`config.mk`:
```
export PLATFORM = sky130hd
export DESIGN_NAME = seq_pattern_tx
export DESIGN_NICKNAME = d
export VERILOG_FILES = /design/src/rtl/seq_pattern_tx_pkg.sv /design/src/rtl/seq_pattern_tx_pat_monitor.sv /design/src/rtl/seq_pattern_tx.sv
export SDC_FILE = /design/constraint.sdc
export NUM_CORES = 1
export LEC_CHECK = 0
export ABC_AREA = 1
export ABC_CLOCK_PERIOD_IN_PS = 5300
export BUFFER_PORTS_ARGS = -buffer_cell sky130_fd_sc_hd__buf_2
export CAP_MARGIN = 40
export CORE_ASPECT_RATIO = 1.4
export CORE_UTILIZATION = 50
export DETAILED_ROUTE_END_ITERATION = 8
export PLACE_DENSITY = 0.74
export SYNTH_ARGS = -nofsm -noshare
export SYNTH_HDL_FRONTEND = slang
export SYNTH_HIERARCHICAL = 1
export SYNTH_SLANG_ARGS = --single-unit
```
`constraint.sdc`:
```
create_clock -name clk -period 5.3 [get_ports clk]
set_input_delay 0.265 -clock clk [delete_from_list [all_inputs] [get_ports clk]]
set_output_delay 0.265 -clock clk [all_outputs]
set_load 0.05 [all_outputs]
```
`src/rtl/seq_pattern_tx_pkg.sv`:
```
// Shared definitions for the serial pattern transmitter and the detector benches that consume it.
package seq_pattern_tx_pkg;

    typedef logic [1:0] state_t;

    localparam state_t ST_IDLE  = 2'd0;
    localparam state_t ST_SHIFT = 2'd1;
    localparam state_t ST_DONE  = 2'd2;

    // Serial pattern counted by the transmitter and searched for by the detectors.
    localparam logic [2:0] PATTERN = 3'b011;

endpackage

```
`src/rtl/seq_pattern_tx_pat_monitor.sv`:
```
// Counts PATTERN occurrences in the transmitted bit stream, using only bits of the current frame.
module seq_pattern_tx_pat_monitor
    import seq_pattern_tx_pkg::*;
#(
    parameter int CNT_W = 8
) (
    input  logic             clk,
    input  logic             rst_n,
    input  logic             clear,
    input  logic             bit_in,
    input  logic             bit_valid,
    output logic [CNT_W-1:0] pat_cnt
);

    logic [1:0]       hist_q, hist_d;
    logic [1:0]       hist_vld_q, hist_vld_d;
    logic [CNT_W-1:0] cnt_q, cnt_d;
    logic [1:0]       hist_base;
    logic [1:0]       vld_base;
    logic [CNT_W-1:0] cnt_base;

    // The first bit of a frame arrives together with the clear, so the clear
    // is applied to the base values before the new bit is folded in.
    always_comb begin
        hist_base  = clear ? 2'b00 : hist_q;
        vld_base   = clear ? 2'b00 : hist_vld_q;
        cnt_base   = clear ? '0 : cnt_q;
        hist_d     = hist_base;
        hist_vld_d = vld_base;
        cnt_d      = cnt_base;
        if (bit_valid) begin
            hist_d     = {hist_base[0], bit_in};
            hist_vld_d = {vld_base[0], 1'b1};
            if ((&vld_base) && ({hist_base, bit_in} == PATTERN) &&
                (cnt_base != {CNT_W{1'b1}})) begin
                cnt_d = cnt_base + CNT_W'(1);
            end
        end
    end

    always_ff @(posedge clk or negedge rst_n) begin
        if (!rst_n) begin
            hist_q     <= 2'b00;
            hist_vld_q <= 2'b00;
            cnt_q      <= '0;
        end else begin
            hist_q     <= hist_d;
            hist_vld_q <= hist_vld_d;
            cnt_q      <= cnt_d;
        end
    end

    assign pat_cnt = cnt_q;

endmodule

```
`src/rtl/seq_pattern_tx.sv`:
```
// Serial bit-pattern transmitter: loads a word on start and shifts eff_len bits out MSB-first,
// pulsing done after the last bit and counting 011 occurrences in the sent frame.
module seq_pattern_tx
    import seq_pattern_tx_pkg::*;
#(
    parameter int WIDTH = 8,
    parameter int LEN_W = $clog2(WIDTH + 1),
    parameter int CNT_W = 8
) (
    input  logic             clk,
    input  logic             rst_n,
    input  logic             start,
    input  logic [WIDTH-1:0] data_in,
    input  logic [LEN_W-1:0] len,
    output logic             out,
    output logic             out_valid,
    output logic             busy,
    output logic             done,
    output logic [CNT_W-1:0] pat_cnt
);

    state_t           state_q, state_d;
    logic [WIDTH-1:0] sh_q, sh_d;
    logic [LEN_W-1:0] cnt_q, cnt_d;
    logic             out_q, out_d;
    logic             out_valid_q, out_valid_d;
    logic             busy_q, busy_d;
    logic             done_q, done_d;
    logic             clear_d;
    logic [LEN_W-1:0] eff_len;
    logic [WIDTH-1:0] aligned;

    // Frame bits are left-aligned so the first bit always sits at the MSB.
    assign eff_len = (len > LEN_W'(WIDTH)) ? LEN_W'(WIDTH) : len;
    assign aligned = data_in << (LEN_W'(WIDTH) - eff_len);

    always_ff @(posedge clk or negedge rst_n) begin
        if (!rst_n) begin
            state_q <= ST_IDLE;
        end else begin
            state_q <= state_d;
        end
    end

    always_comb begin
        state_d = ST_IDLE;
        case (state_q)
            ST_SHIFT: state_d = (cnt_q == '0) ? ST_DONE : ST_SHIFT;
            ST_DONE:  state_d = ST_IDLE;
            default: begin
                if (start) begin
                    state_d = (eff_len != '0) ? ST_SHIFT : ST_DONE;
                end
            end
        endcase
    end

    // cnt_q holds the number of bits still to send after the one on out.
    always_comb begin
        sh_d        = sh_q;
        cnt_d       = cnt_q;
        out_d       = 1'b0;
        out_valid_d = 1'b0;
        busy_d      = 1'b0;
        done_d      = 1'b0;
        clear_d     = 1'b0;
        case (state_q)
            ST_SHIFT: begin
                busy_d = 1'b1;
                if (cnt_q != '0) begin
                    out_d       = sh_q[WIDTH-1];
                    out_valid_d = 1'b1;
                    sh_d        = sh_q << 1;
                    cnt_d       = cnt_q - LEN_W'(1);
                end else begin
                    done_d = 1'b1;
                end
            end
            ST_DONE: begin
            end
            default: begin
                if (start) begin
                    clear_d = 1'b1;
                    busy_d  = 1'b1;
                    if (eff_len != '0) begin
                        out_d       = aligned[WIDTH-1];
                        out_valid_d = 1'b1;
                        sh_d        = aligned << 1;
                        cnt_d       = eff_len - LEN_W'(1);
                    end else begin
                        sh_d   = '0;
                        cnt_d  = '0;
                        done_d = 1'b1;
                    end
                end
            end
        endcase
    end

    always_ff @(posedge clk or negedge rst_n) begin
        if (!rst_n) begin
            sh_q        <= '0;
            cnt_q       <= '0;
            out_q       <= 1'b0;
            out_valid_q <= 1'b0;
            busy_q      <= 1'b0;
            done_q      <= 1'b0;
        end else begin
            sh_q        <= sh_d;
            cnt_q       <= cnt_d;
            out_q       <= out_d;
            out_valid_q <= out_valid_d;
            busy_q      <= busy_d;
            done_q      <= done_d;
        end
    end

    seq_pattern_tx_pat_monitor #(
        .CNT_W (CNT_W)
    ) u_pat_monitor (
        .clk       (clk),
        .rst_n     (rst_n),
        .clear     (clear_d),
        .bit_in    (out_d),
        .bit_valid (out_valid_d),
        .pat_cnt   (pat_cnt)
    );

    assign out       = out_q;
    assign out_valid = out_valid_q;
    assign busy      = busy_q;
    assign done      = done_q;

endmodule

```
==> metrics.yaml, run 1 <==
grt_max_degree: 28
areaGrowthSynthToFinish_pct: 10.7
grt_util_all_layers_pct: 22.8
layout_common_cells: "64 x nand2_1, 48 x inv_1, 37 x nand3_1"
synthSimpleGateAreaFrac_pct: 37.2
synth_compound_area_share_pct: 10.5
synthMuxAreaShare_pct: 0
syn_area_mm2: 0.00190
status: "complete, but fails checks"
cts_sinks: 27
synth_top_family_by_area: "simple AND/OR/NAND/NOR gates"
synth_area_leaders: "dfrtp_1 36%, nand2_1 13%, nand3_1 9.7%, inv_1 9.5%, ha_1 3.9%"
ctsRootBufferMaster: "clkbuf_8"
std_cell_rows: 26
ant_nets: 0
crit_required_ns: 5.47
coreArea_mm2: 0.00364
netlist_instances: 265
post-route-min-period_ns: 2.26
synthAdderAreaFrac_pct: 3.95
drv_cap: 0
dr.pass1.iters: 4
synth_area_leader_cell: "dfrtp_1"
cts_setup_buffers: 0
final-hold-violation-count: 27
drive_gt1_share_pct: 22.3
dp_slack_ns: 2.85
antenna_found_initial: 0
cp-end-kind: "flop"
cp.arrival_ns: 2.43
fp.dieH_um: 75.0
synthFlopType: "dfrtp_1"
io_pins: 27
p_leak_nw: 1.18
start_kind: "flop"
clkTransAtPathRegs_ns: 0.09
synth-xor-area-share_pct: 0.461
cts_tree: "yes"
power_density_mw_per_mm2: 394
grt_pass1_vias: 1558
finalWorstSetupSlack_ns: 3.04
cts_resized: 0
min_period_over_period_pct: 42.6
synth.avg_cell_area_um2: 7.18
die_area_mm2: 0.00406
ctsHoldBuffers: 0
peakVddDrop_uv: 242
antenna_cells: 0
setup_viol: 0
yosysWarnings: 6
syn_nets: 286
ys_types: 32
max_freq_ghz: 0.443
finalMaxSlewViolations: 0
async_flop_share_pct: 100
start_util_pct: 52.2
die_w_um: 54.1
drt_wl_total_mm: 3.93
synth_edf_count: 0
dp_hpwl_mm: 3.18
cts_made_buffers: 3
final_nets: 314
final.setup.tns_ns: 0
hold_class: "in2async"
violations: "hold timing"
grt_setup_unrepaired: "false"
gp_congestion: 0.864
yosysTopAreaCellShare_pct: 35.5
gr-total-overflow: 0
cp_max_fo: 9
drc: 0
critPathKind: "reg2reg"
ys_ff_latch: 27
slew_headroom_pct: 59.8
wl_per_cell_um: 11.8
clockBufferDepth: 2
drt-initial-drc-count: 46
tightest_slew_ns: 0.602
fin_skew_ns: 0.00189
fillers: 360
clk_latency_ns: 0.28
vias: 1721
timing.hold.ws_ns: -0.0164
drt-vias-per-instance: 5.15
grt_pass1_wl_mm: 6.76
synth_seq_area_share_pct: 35.5
mostFrequentLayoutCell: "nand2_1"
htree_levels: 1
port_buffers: 26
==> where the power goes <==
| group | internal (mW) | switching [mW] | leakage [nW] |
|---|---|---|---|
| Sequential | 0.268 | 0.0349 | 0.352 |
| Clock | 0.0540 | 0.0655 | 0.0228 |
| Combinational | 0.123 | 0.284 | 0.808 |
==> registers in the layout, indices dropped and copies added (netlist names) <==
name                      cells
u_pat_monitor/pat_cnt         8
sh_q                          7
cnt_q                         4
u_pat_monitor/hist_q          2
u_pat_monitor/hist_vld_q      2
busy                          1
done                          1
out                           1
out_valid                     1
==> path summary, 6_finish.rpt <==
path                            slack, ns                                 end                 from  cells after the start
worst min-delay path                -0.02  u_pat_monitor/pat_cnt[7]$_DFF_PN0_                rst_n                      1
worst max-delay path                 3.04  u_pat_monitor/pat_cnt[6]$_DFF_PN0_       done$_DFF_PN0_                     13
max in group asynchronous            4.92                 sh_q[5]$_DFFE_PN0P_                rst_n                      1
min in group clk                     0.28                      busy$_DFF_PN0_                start                      3
worst max register to register       3.04  u_pat_monitor/pat_cnt[6]$_DFF_PN0_       done$_DFF_PN0_                     13
worst min register to register       0.49                 sh_q[1]$_DFFE_PN0P_  sh_q[1]$_DFFE_PN0P_                      2
==> metal layers <==
| layer | up-vias | wire, um | global-route usage (%) |
|---|---|---|---|
| met5 | - | 0 | 0 |
| met4 | 0 | 87 | 11.1 |
| met3 | 8 | 135 | 3.64 |
| met2 | 53 | 1980 | 37.4 |
| met1 | 765 | 1730 | 28.3 |
| li1 | 895 | - | - |
==> worst max-delay path, stage by stage (launching register included) <==
cell and delay (ns):
dfrtp_1 0.40, inv_1 0.06, ha_1 0.39, inv_2 0.16, nor2_1 0.16, nand2_1 0.07, nand2_1 0.19, inv_1 0.14
nor2_1 0.15, nand2_2 0.08, inv_2 0.08, nand2_4 0.07, o21bai_1 0.14, nand2_1 0.06
==> logic make-up after synthesis <==
| group | Yosys count |
|---|---|
| simple gates | 141 |
| flops | 27 |
| compound gates | 32 |
| buf+inv | 58 |
| xor+xnor | 1 |
| fa+ha+maj | 6 |
==> cell usage after synthesis (2+ instances only) <==
master and number:
nor2_1 14, nand2_2 7, nand3_1 37, inv_1 48, nand2_4 2, ha_1 6
nand3_2 7, o22ai_1 3, nor2_4 2, o21ai_1 2, inv_4 2, nand3_4 2
o21ai_0 15, nand2_1 64, dfrtp_1 27, a21oi_1 3, a21oi_2 2, nor2_2 4
inv_2 5
==> layout make-up <==
cell class / instances / area [um^2] / area share [%]
inverter: 55 / 211 / 10.0
timing repair buffer: 26 / 130 / 6.18
multi-input combinational: 180 / 991 / 47.1
tap: 42 / 52.6 / 2.50
clock buffer: 4 / 45.0 / 2.14
sequential: 27 / 676 / 32.1
==> per-stage QoR <==
stage	power, mW	instance area [um^2]	hold slack, ns	std cells	utilization (%)
final	0.830	2110	-0.0164	334	57.8
after global routing	0.914	2110	0.0259	334	57.8
after CTS	0.835	2110	0.00424	334	57.8
after detailed placement	0.715	2060	0.310	330	56.6
after global placement	0.702	2060	0.305	330	56.6
after floorplan	0.626	1900	-0.0306	265	-
(Power assumes the default switching activity.)
==> inputs of run 2 (changes only) <==
--- a/config.mk
+++ b/config.mk
@@ -5,14 +5,14 @@
 export SDC_FILE = /design/constraint.sdc
 export NUM_CORES = 1
 export LEC_CHECK = 0
-export ABC_AREA = 1
-export ABC_CLOCK_PERIOD_IN_PS = 5300
+export ABC_AREA = 0
+export ABC_CLOCK_PERIOD_IN_PS = 1900
 export BUFFER_PORTS_ARGS = -buffer_cell sky130_fd_sc_hd__buf_2
 export CAP_MARGIN = 40
 export CORE_ASPECT_RATIO = 1.4
 export CORE_UTILIZATION = 50
 export DETAILED_ROUTE_END_ITERATION = 8
-export PLACE_DENSITY = 0.74
+export PLACE_DENSITY = 0.77
 export SYNTH_ARGS = -nofsm -noshare
 export SYNTH_HDL_FRONTEND = slang
 export SYNTH_HIERARCHICAL = 1
==> constraint.sdc (replaced) <==
create_clock -name clk -period 1.9 [get_ports clk]
set_input_delay 0.095 -clock clk [delete_from_list [all_inputs] [get_ports clk]]
set_output_delay 0.095 -clock clk [all_outputs]
set_load 0.05 [all_outputs]
==> run 2 against run 1 <==
- the run ends with setup timing left
- design area is 23% higher
- first-iteration DRC count up 100%
- combinational power rose to 3.6 times the previous value
- critical path depth shrank 5
- fmax is 6.8% higher
- critical path type unchanged
- clock power rose to 2.7 times the previous value
- clock skew increased by 0.0037 ns
- highest routed layer unchanged
- largest power group unchanged
==> metrics.yaml, run 2 <==
status: "complete, but fails checks"
violations: "setup timing"
coreArea_mm2: 0.00364
reg2reg_setup_slack_ns: -0.21
hold_class: "in2reg"
cts_sinks: 27
rr_worst_depth: 8
critPathKind: "reg2reg"
cts_made_buffers: 3
fin_area_mm2: 0.00260
netlist_instances: 196
yosysWarnings: 6
gr-total-overflow: 0
grt_pass1_vias: 1771
ant_nets: 0
crit_required_ns: 2.11
grt_max_degree: 28
final-hold-violation-count: 0
mostFrequentLayoutCell: "buf_4"
synth_area_leaders: "dfrtp_1 36%, mux2i_1 4.8%, ha_1 4.0%, nand2_1 3.8%, a31oi_1 3.3%"
gp_congestion: 0.821
drt-vias-per-instance: 5.90
hp-start: "data_in[0]"
synthFlopType: "dfrtp_1"
final_nets: 285
cp_slowest_cell: "dfrtp_2"
yosysMostFrequentCell: "dfrtp_1"
drv_cap: 0
whs_endpoint: "sh_q[1]$_DFFE_PN0P_"
htree_levels: 1
clockBufferDepth: 2
cp-end-kind: "flop"
yosys-top-cells-count: "27 x dfrtp_1, 19 x nand2_1, 15 x nor2_1"
async_flop_share_pct: 100
setup_viol: 7
wl_per_cell_um: 15.8
vias: 1799
std_cell_rows: 26
antenna_found_initial: 0
grt_pass1_wl_mm: 7.75
drive_gt1_share_pct: 47.5
reg2reg_to: "u_pat_monitor/pat_cnt[2]$_DFF_PN0_"
clkTransAtPathRegs_ns: 0.09
cp_top_family: "simple AND/OR/NAND/NOR gates"
r2r_start: "done$_DFF_PN0_"
min_period_over_period_pct: 111
peakVddDrop_uv: 885
cpPeakStageDelay_ns: 0.45
slew_headroom_pct: 59.8
place_area_mm2: 0.00236
finalPower_mw: 2.65
crit_top_cell: "nor3_4"
fp.dieH_um: 74.8
max_freq_ghz: 0.473
ys_ff_latch: 27
largest_reg_flops: 8
placedCellCount: 290
final_core_util_pct: 71.3
antenna_cells: 0
synth.avg_cell_area_um2: 9.65
drt-initial-drc-count: 93
start_kind: "flop"
die_area_mm2: 0.00404
io_pins: 27
grt_setup_unrepaired: "true"
yosysTopAreaCellShare_pct: 35.7
tightest_slew_ns: 0.603
fin_skew_ns: 0.00556
drc: 0
p_leak_nw: 1.28
power_density_mw_per_mm2: 1020
post-route-min-period_ns: 2.11
ys_types: 55
die_w_um: 54.0
crit_buf_inv: 1
fin_cells: 305
finalMaxSlewViolations: 0
drt_wl_total_mm: 4.82
cp_cell_sequence: "ha_4 > nor3_4 > a32o_2 > nand4b_4 > buf_4 > nor3_4 > and2_4 > mux2i_1"
synth_edf_count: 0
synth_area_leader_cell: "dfrtp_1"
synth_seq_area_share_pct: 35.7
grt_util_all_layers_pct: 26.5
final.setup.tns_ns: -1.02
clk_latency_ns: 0.27
finalWorstSetupSlack_ns: -0.214
cp_max_fo: 4
areaGrowthSynthToFinish_pct: 37.4
cp.arrival_ns: 2.32
port_buffers: 26
dp_slack_ns: -0.479
start_util_pct: 51.9
dp_hpwl_mm: 3.53
syn_nets: 217
layout_common_cells: "45 x buf_4, 25 x dfrtp_1, 25 x buf_2"
cts_tree: "yes"
dr.pass1.iters: 4
holdPathStages: 3
syn_area_mm2: 0.00189
ctsRootBufferMaster: "clkbuf_8"
timing.hold.ws_ns: 0.219
## run 2: kinds of logic (layout without fill, tap and decap cells)
group	after synthesis	in the layout	share of synthesized area [%]
simple gates	72	72	23.8
compound gates	48	48	17.8
flops	27	27	35.7
mux	16	16	10.9
xor+xnor	2	2	0.926
fa+ha+maj	6	6	3.97
buf+inv	25	92	6.88
## run 2: layout make-up
type	count	area [um^2]
multi-input combinational	144	1240
clock inverter	1	5.00
clock buffer	3	41.3
timing repair buffer	74	515
sequential	27	678
tap	42	52.6
fill	293	1040
inverter	14	62.6
## run 2: worst max-delay path by stage
stage | endpoint | slack (ns) | depth (start not counted) | start
2_1_floorplan | u_pat_monitor/pat_cnt[4]$_DFF_PN0_ | -0.42 | 13 | len[3]
3_3_place_gp | u_pat_monitor/pat_cnt[4]$_DFF_PN0_ | -0.38 | 9 | len[3]
3_5_place_dp | u_pat_monitor/pat_cnt[4]$_DFF_PN0_ | -0.48 | 9 | len[3]
4_1_cts | u_pat_monitor/pat_cnt[6]$_DFF_PN0_ | -0.17 | 8 | done$_DFF_PN0_
5_1_grt | u_pat_monitor/pat_cnt[2]$_DFF_PN0_ | -0.28 | 8 | done$_DFF_PN0_
6_report | u_pat_monitor/pat_cnt[2]$_DFF_PN0_ | -0.21 | 8 | done$_DFF_PN0_
## run 2: metal layers
metal  GRT usage (%)  part of all wire [%]
met2            49.5                    55
met3            2.42                   3.2
met5               0                     0
met1            27.8                    39
met4            15.1                   3.3
## run 2: report_power, final
group,internal (mW),switching (mW),total [mW]
logic,0.690,0.765,1.45
registers,0.737,0.131,0.867
clock network,0.147,0.179,0.326
## run 2: worst register-to-register path: stages, from the launching register on
cell and delay, ns:
dfrtp_2 0.45, ha_4 0.27, nor3_4 0.23, a32o_2 0.21
nand4b_4 0.15, buf_4 0.17, nor3_4 0.20, and2_4 0.21
mux2i_1 0.17
## run 2: what timing repair did
action,4_1_cts,5_1_grt
endpoints found under the hold margin,27,0
pin swaps,10,12
setup buffers,7,3
endpoints found under the setup margin,8,13
resized for setup,14,10
hold buffers,1,0
==> inputs of run 3 (changes only) <==
--- a/config.mk
+++ b/config.mk
@@ -6,13 +6,13 @@
 export NUM_CORES = 1
 export LEC_CHECK = 0
 export ABC_AREA = 0
-export ABC_CLOCK_PERIOD_IN_PS = 1900
+export ABC_CLOCK_PERIOD_IN_PS = 2700
 export BUFFER_PORTS_ARGS = -buffer_cell sky130_fd_sc_hd__buf_2
 export CAP_MARGIN = 40
 export CORE_ASPECT_RATIO = 1.4
 export CORE_UTILIZATION = 50
 export DETAILED_ROUTE_END_ITERATION = 8
-export PLACE_DENSITY = 0.77
+export PLACE_DENSITY = 0.7
 export SYNTH_ARGS = -nofsm -noshare
 export SYNTH_HDL_FRONTEND = slang
 export SYNTH_HIERARCHICAL = 1
==> constraint.sdc (replaced) <==
create_clock -name clk -period 2.7 [get_ports clk]
set_input_delay 0.135 -clock clk [delete_from_list [all_inputs] [get_ports clk]]
set_output_delay 0.135 -clock clk [all_outputs]
set_load 0.05 [all_outputs]
==> run 3 against run 2 <==
- the run now ends clean
- setup slack improved by 0.50 ns
- utilization decreased by 12 points
- sequential share of layout area increased by 5.2 points
- worst hold slack got worse by 0.057 ns
- via count decreased by 8.4%
- wire length decreased by 8.4%
- cell count decreased by 11%
- clock-buffer cell count increased by 1
- critical path depth increased by 5
- clock skew decreased by 0.0016 ns
- design area decreased by 17%
- critical path type is now in2reg
- critical endpoint is now u_pat_monitor/pat_cnt[4]$_DFF_PN0_
- highest routed layer unchanged
==> metrics.yaml, run 3 (synthesis gave the netlist of run 2 again) <==
reg2reg_to: "u_pat_monitor/pat_cnt[6]$_DFF_PN0_"
htree_levels: 1
dp_hpwl_mm: 3.49
final.setup.tns_ns: 0
dr.pass1.iters: 4
peakVddDrop_uv: 490
crit_top_cell: "inv_1"
io_pins: 27
cp-end-kind: "flop"
setup_viol: 0
power_density_mw_per_mm2: 739
fp.dieH_um: 74.8
clkTransAtPathRegs_ns: 0.09
start_util_pct: 51.9
wl_per_cell_um: 16.2
r2r_start: "cnt_q[0]$_DFFE_PN0P_"
wl_met1_mm: 1.75
drive_gt1_share_pct: 27.4
coreArea_mm2: 0.00364
p_leak_nw: 1.06
fin_skew_ns: 0.00397
cts_sinks: 27
top_layer: "met4"
final_nets: 252
hold_class: "in2reg"
drt-vias-per-instance: 6.06
areaGrowthSynthToFinish_pct: 14.0
std_cell_rows: 26
holdPathStages: 3
cts_made_buffers: 3
drt-initial-drc-count: 38
finalMaxSlewViolations: 0
cp_cell_sequence: "buf_2 > inv_1 > nand2_1 > inv_1 > ha_1 > inv_1 > mux4_2 > mux2_2 > a32o_1 > nand4b_2 > nor3_2 > and2_4 > a211oi_1"
largest_reg_flops: 8
ctsRootBufferMaster: "clkbuf_8"
reg2reg_setup_slack_ns: 0.41
start_kind: "input port"
dp_slack_ns: 0.00936
finalPower_mw: 1.59
finalWorstSetupSlack_ns: 0.285
fillers: 346
clockBufferDepth: 2
vias: 1647
drt_wl_total_mm: 4.42
grt_pass1_wl_mm: 7.36
cp_slowest_cell: "ha_1"
die_area_mm2: 0.00404
grt_pass1_vias: 1656
antenna_found_initial: 0
grt_setup_unrepaired: "false"
whs_endpoint: "busy$_DFF_PN0_"
cpPeakStageDelay_ns: 0.34
drc: 0
cts_tree: "yes"
rr_worst_depth: 9
clk_latency_ns: 0.27
critPathLaunch: "len[3]"
hp-start: "start"
max_freq_ghz: 0.414
status: "finished clean"
grt_max_degree: 28
antenna_cells: 0
gp_congestion: 0.905
critPathKind: "in2reg"
ant_nets: 0
port_buffers: 26
dr_wl_met3_um: 125
post-route-min-period_ns: 2.41
drv_cap: 0
cp_max_fo: 10
final-hold-violation-count: 0
layout_common_cells: "27 x dfrtp_1, 26 x buf_2, 19 x nand2_1"
met2_wirelength_mm: 2.44
gr-total-overflow: 0
min_period_over_period_pct: 89.4
crit_required_ns: 2.88
slew_headroom_pct: 60.0
die_w_um: 54.0
mostFrequentLayoutCell: "dfrtp_1"
tightest_slew_ns: 0.599
grt_util_all_layers_pct: 24.8
cp.arrival_ns: 2.60
[run 3: cell types whose count changed in the layout (fill, tap and decap cells not counted), sizes merged]
cell and delta:
clkbuf +1, buf -33, clkinv -1
[run 3: where the power goes]
group          internal [mW]  switching, mW  total (mW)  leakage [nW]
Combinational          0.313          0.450       0.763         0.684
Sequential             0.517         0.0859       0.603         0.354
Clock                  0.106          0.123       0.229        0.0228
[run 3: layout make-up]
| type | count | area (um^2) | share of cell area (%) |
|---|---|---|---|
| Multi-Input combinational cell | 144 | 1090 | 50.3 |
| Sequential cell | 27 | 676 | 31.3 |
| Timing Repair Buffer | 41 | 245 | 11.4 |
| Inverter | 14 | 52.6 | 2.44 |
| Tap cell | 42 | 52.6 | 2.44 |
| Clock buffer | 4 | 45.0 | 2.09 |
[run 3: layer usage]
metal | GRT usage [%] | up-vias
met5 | 0 | -
met4 | 11.7 | 0
met3 | 1.41 | 10
met2 | 47.9 | 50
met1 | 26.3 | 799
li1 | - | 788
[run 3: worst max-delay path by stage]
stage	endpoint	slack (ns)
6_report	u_pat_monitor/pat_cnt[4]$_DFF_PN0_	0.29
5_1_grt	u_pat_monitor/pat_cnt[4]$_DFF_PN0_	0.14
4_1_cts	u_pat_monitor/pat_cnt[4]$_DFF_PN0_	0.28
3_5_place_dp	u_pat_monitor/pat_cnt[4]$_DFF_PN0_	0.009
3_3_place_gp	u_pat_monitor/pat_cnt[4]$_DFF_PN0_	0.18
2_1_floorplan	u_pat_monitor/pat_cnt[6]$_DFF_PN0_	0.02
[run 3: critical path: cells and delay by family]
| kind | cells | cell delay (ns) |
|---|---|---|
| muxes | 2 | 0.59 |
| AOI/OAI and AO/OA | 2 | 0.54 |
| and+or+nand+nor | 4 | 0.52 |
| buffers and inverters | 4 | 0.46 |
| adders and majority gates | 1 | 0.34 |
[run 3: metrics by stage]
stage	utilization, %	std cells	cell area [um^2]	hold WS (ns)
floorplan	-	196	1890	-0.161
global placement	57.7	267	2100	0.165
detailed placement	57.7	267	2100	0.177
CTS	59.2	272	2160	0.170
global route	59.2	272	2160	0.216
finish	59.2	272	2160	0.161
[run 3: what timing repair did]
item	in CTS	in global routing
gates resized for setup	0	0
setup endpoints to repair	0	0
hold buffers	1	0
setup buffers	0	0
endpoints found under the hold margin	27	0
